$ cat src/rtl/connection_table_scanner.sv
// Walks one row of a connection table through its single-cycle read port and
// streams every nonzero entry as (neighbour id, weight) on a valid/ready output.
module connection_table_scanner #(
  parameter int DATA_WIDTH        = 6,
  parameter int NODE_ADDRESS_SIZE = 4,
  parameter bit SKIP_SELF         = 1'b1
) (
  input  logic                         CLK,
  input  logic                         RST,
  input  logic                         start,
  input  logic [NODE_ADDRESS_SIZE-1:0] node_A_in,
  output logic                         busy,
  output logic [NODE_ADDRESS_SIZE-1:0] mem_node_A,
  output logic [NODE_ADDRESS_SIZE-1:0] mem_node_B,
  output logic                         mem_chip_select,
  output logic                         mem_write_enable,
  input  logic [DATA_WIDTH-1:0]        mem_OUT,
  output logic                         out_valid,
  input  logic                         out_ready,
  output logic [NODE_ADDRESS_SIZE-1:0] out_node,
  output logic [DATA_WIDTH-1:0]        out_weight,
  output logic                         done,
  output logic [NODE_ADDRESS_SIZE:0]   neighbor_count
);

  localparam logic [NODE_ADDRESS_SIZE-1:0] LAST_IDX = '1;

  typedef enum logic [2:0] {IDLE, ISSUE, CAPTURE, EMIT, DONE} state_t;

  state_t                         state;
  state_t                         state_next;
  logic [NODE_ADDRESS_SIZE-1:0]   node_a;
  logic [NODE_ADDRESS_SIZE-1:0]   idx;
  logic [NODE_ADDRESS_SIZE-1:0]   node_reg;
  logic [DATA_WIDTH-1:0]          weight_reg;
  logic [NODE_ADDRESS_SIZE:0]     count;
  logic                           self_hit;
  logic                           last_idx;
  logic                           step;
  logic                           hit;

  assign self_hit = SKIP_SELF && (idx == node_a);
  assign last_idx = (idx == LAST_IDX);
  assign hit      = (mem_OUT != '0);

  // step means "this entry is finished"; the index never wraps past the last column
  always_comb begin
    state_next = state;
    step       = 1'b0;
    case (state)
      IDLE:    if (start) state_next = ISSUE;
      ISSUE:   if (self_hit) step = 1'b1;
               else          state_next = CAPTURE;
      CAPTURE: if (hit) state_next = EMIT;
               else     step = 1'b1;
      EMIT:    if (out_ready) step = 1'b1;
      DONE:    state_next = IDLE;
      default: state_next = IDLE;
    endcase
    if (step) state_next = last_idx ? DONE : ISSUE;
  end

  always_ff @(posedge CLK) begin
    if (RST) begin
      state      <= IDLE;
      node_a     <= '0;
      idx        <= '0;
      node_reg   <= '0;
      weight_reg <= '0;
      count      <= '0;
    end else begin
      state <= state_next;
      if (state == IDLE && start) begin
        node_a <= node_A_in;
        idx    <= '0;
        count  <= '0;
      end
      if (state == CAPTURE && hit) begin
        node_reg   <= idx;
        weight_reg <= mem_OUT;
        count      <= count + 1'b1;
      end
      if (step && !last_idx) idx <= idx + 1'b1;
    end
  end

  assign busy             = (state != IDLE);
  assign mem_node_A       = node_a;
  assign mem_node_B       = idx;
  assign mem_chip_select  = (state == ISSUE) && !self_hit;
  assign mem_write_enable = 1'b0;
  assign out_valid        = (state == EMIT);
  assign out_node         = node_reg;
  assign out_weight       = weight_reg;
  assign done             = (state == DONE);
  assign neighbor_count   = count;

endmodule

$ cat config.mk
export PLATFORM = sky130hd
export DESIGN_NAME = connection_table_scanner
export DESIGN_NICKNAME = d
export VERILOG_FILES = /design/src/rtl/connection_table_scanner.sv
export SDC_FILE = /design/constraint.sdc
export NUM_CORES = 1
export LEC_CHECK = 0
export CORE_UTILIZATION = 25
export CTS_CLUSTER_SIZE = 12
export DETAILED_ROUTE_END_ITERATION = 10
export GPL_TIMING_DRIVEN = 0
export PLACE_DENSITY_LB_ADDON = 0.15
export SLEW_MARGIN = 15
export SYNTH_ARGS = -nofsm -noshare
export SYNTH_HDL_FRONTEND = slang
export SYNTH_SLANG_ARGS = --single-unit
$ cat constraint.sdc
create_clock -name CLK -period 5.1 [get_ports CLK]
set_clock_uncertainty 0.2 [all_clocks]
set_input_delay 0.765 -clock CLK [delete_from_list [all_inputs] [get_ports CLK]]
set_output_delay 0.765 -clock CLK [all_outputs]
set_load 0.005 [all_outputs]
==> qor.csv <==
stage,metric,value,unit
outcome,run_status,completed,
timing,finalSetupTns,0,ns
placed_design,place_area,0.00172,mm²
clock_network,path_clk_slew,0.09,ns
clock_network,cts_sinks,26,
worst_setup_path,critPathSlowestCell,clkdlybuf4s50_1,
clock_network,root_buffer,clkbuf_8,
drt,via_per_inst,4.62,
clock_network,ctsResizeCount,0,
worst_hold_path,hold_depth,2,
die,std_cell_rows,25,
drt,post_drt_wl_per_cell,12.8,µm
grt,antenna_found_initial,0,
worst_setup_path,startpoint_type,register,
die,ioPinCount,42,
drt,first_pass_iters,4,
synthesis,ys_warn_count,0,
grt,grt_pass1_wl,5380,µm
timing,slew_violations,0,
timing,worst_slew_pin_slew,0.625,ns
die,start_util,26.2,%
synthesis,synth_area,0.00124,mm²
die,die-area,0.00526,mm²
clock_network,insertion_delay,0.27,ns
timing,period_share,57.3,%
clock_network,numCtsBuffers,3,
placed_design,hpwl,2450,µm
layout,final_cell_mix,"clkdlybuf4s50_1 (39), dfxtp_1 (26), nand2_1 (23)",
grt,grt_max_degree,14,
drt,drc,0,
drt,ant_nets,0,
layout,fill_cells,525,
clock_network,tritoncts,built,
timing,fmax,342,MHz
timing,rsz0062_at_grt,false,
placed_design,place.gp.congestion,0.707,
worst_hold_path,hold_class,reg2reg,
drt,drtIter0Drc,40,
power,peakVddDrop,0.000213,V
synthesis,synth_cells,144,
grt,grt-ovfl-total,0,
grt,grt_pass1_vias,1100,
synthesis,synth-seq-cells,26,
die,die_x,72.5,µm
die,die_h,72.5,µm
die,core-area,0.00475,mm²
run,cap_violations,0,
layout,fin_util,37.0,%
grt,grtUsageTotal,13.2,%
power,powerDensity,273,mW/mm²
worst_setup_path,reg2reg_slack,2.89,ns
timing,setup_viol,0,
worst_setup_path,max_stage_delay,0.51,ns
power,design_power_total,480,µW
layout,nets,204,
timing,relSlewSlack,58.1,%
layout,antenna_cells,0,
worst_setup_path,worstPathArrival,1.96,ns
synthesis,avgSynthCellArea,8.64,µm²
worst_setup_path,criticalPathCategory,reg2out,
timing,hold_violations,0,
worst_setup_path,critical_path.cell_chain,clkbuf_1 -> nor3b_1 -> nor2b_1 -> clkdlybuf4s50_1,
synthesis,ys_types,38,
layout,area_growth,41.4,%
layout,drive_above_1_share,6.45,%
drt,wirelength,3250,µm
power,power_leakage,0.639,nW
clock_network,clockBufferDepth,2,
clock_network,cts_max_level,1,
layout,final_common_cell,clkdlybuf4s50_1,
drt,vias,1169,
worst_setup_path,required,4.14,ns
timing,min_period,2.92,ns
worst_setup_path,cp_max_fo,8,
timing,final.setup.worst_slack,2.18,ns
layout,final_area,0.00176,mm²
worst_setup_path,reg2reg_depth,6,
synthesis,synth.net_count,160,
synthesis,yosysSeqAreaShare,41.9,%
worst_setup_path,crit_path_end_kind,primary output,
placed_design,port_buffers,39,
clock_network,cts_hold_buffers,0,
clock_network,postCtsSetupRepairBufs,0,
placed_design,pre_cts_ws,2.08,ns
routing by layer:
metal | vias up | track usage, % | wire [µm]
li1 | 595 | - | -
met1 | 543 | 18.1 | 1620
met2 | 29 | 20.8 | 1460
met3 | 2 | 3.89 | 157
met4 | 0 | 1.96 | 15
met5 | - | 0 | 0
worst max-delay path: cells and delay by family, from the launching register on:
kind	cells	cell delay, ns
buffers and inverters	2	0.81
DFF	1	0.32
and+or+nand+nor	2	0.57
power by group:
group / total (mW) / leakage, nW / switching (mW) / internal, mW
combinational: 0.133 / 0.407 / 0.0665 / 0.0667
sequential: 0.230 / 0.211 / 0.0141 / 0.216
clock: 0.116 / 0.0216 / 0.0634 / 0.0529
total: 0.480 / 0.639 / 0.144 / 0.336
registers in the layout, indices dropped and copies added, names as in the netlist:
signal / flops
mem_node_A: 4
mem_node_B: 4
neighbor_count: 5
out_node: 4
out_weight: 6
state: 3
cell usage after synthesis, drive strengths merged:
library cell | instances | area, µm²
a41oi | 2 | 17.5
nor4b | 1 | 23.8
o31ai | 1 | 12.5
nor2 | 10 | 37.5
a21oi | 18 | 90.1
and3 | 1 | 6.26
xor2 | 5 | 43.8
nor2b | 2 | 12.5
o31a | 1 | 8.76
buf | 5 | 26.3
conb | 1 | 3.75
nor3b | 3 | 33.8
dfxtp | 26 | 521
o21bai | 2 | 15.0
and3b | 1 | 8.76
clkbuf | 4 | 15.0
mux2i | 6 | 60.1
or3 | 2 | 12.5
o211a | 1 | 10.0
nand3 | 5 | 25.0
o211ai | 3 | 22.5
a22oi | 1 | 7.51
and2 | 2 | 12.5
o21ai | 2 | 10.0
ha | 2 | 25.0
nor3 | 4 | 20.0
a211oi | 3 | 27.5
nor4 | 2 | 12.5
nand3b | 2 | 15.0
inv | 1 | 3.75
or4 | 1 | 11.3
nand2b | 1 | 6.26
nand2 | 23 | 86.3
logic make-up (layout without fill, tap and decap cells):
family | Yosys count | count (layout) | share of synthesized area, %
simple gates | 60 | 60 | 26.1
compound gates | 34 | 34 | 17.8
flops | 26 | 26 | 41.9
buf+inv | 10 | 52 | 3.62
mux | 6 | 6 | 4.83
xor+xnor | 5 | 5 | 3.52
fa+ha+maj | 2 | 2 | 2.01
other cells | 1 | 1 | 0.302
path summary, 6_finish.rpt:
kind                 start              end
max               state[0]  mem_chip_select
min          out_weight[1]    out_weight[1]
max reg2reg       state[0]    mem_node_B[3]
min reg2reg  out_weight[1]    out_weight[1]
per-stage QoR:
step                      hold WS, ns  cells
final                           0.256    253
after global routing            0.285    253
after CTS                       0.260    253
after detailed placement        0.247    250
after global placement          0.240    250
after floorplan                 0.253    144
cell type report:
class,count,area (µm²),share of cell area [%]
tap,67,83.8,4.77
clock buffer,3,41.3,2.35
inverter,1,3.75,0.213
multi-input combinational,108,678,38.5
sequential,26,520,29.6
buffer,9,41.3,2.35
timing repair buffer,39,390,22.2
Power figures use the tool's default switching activity.
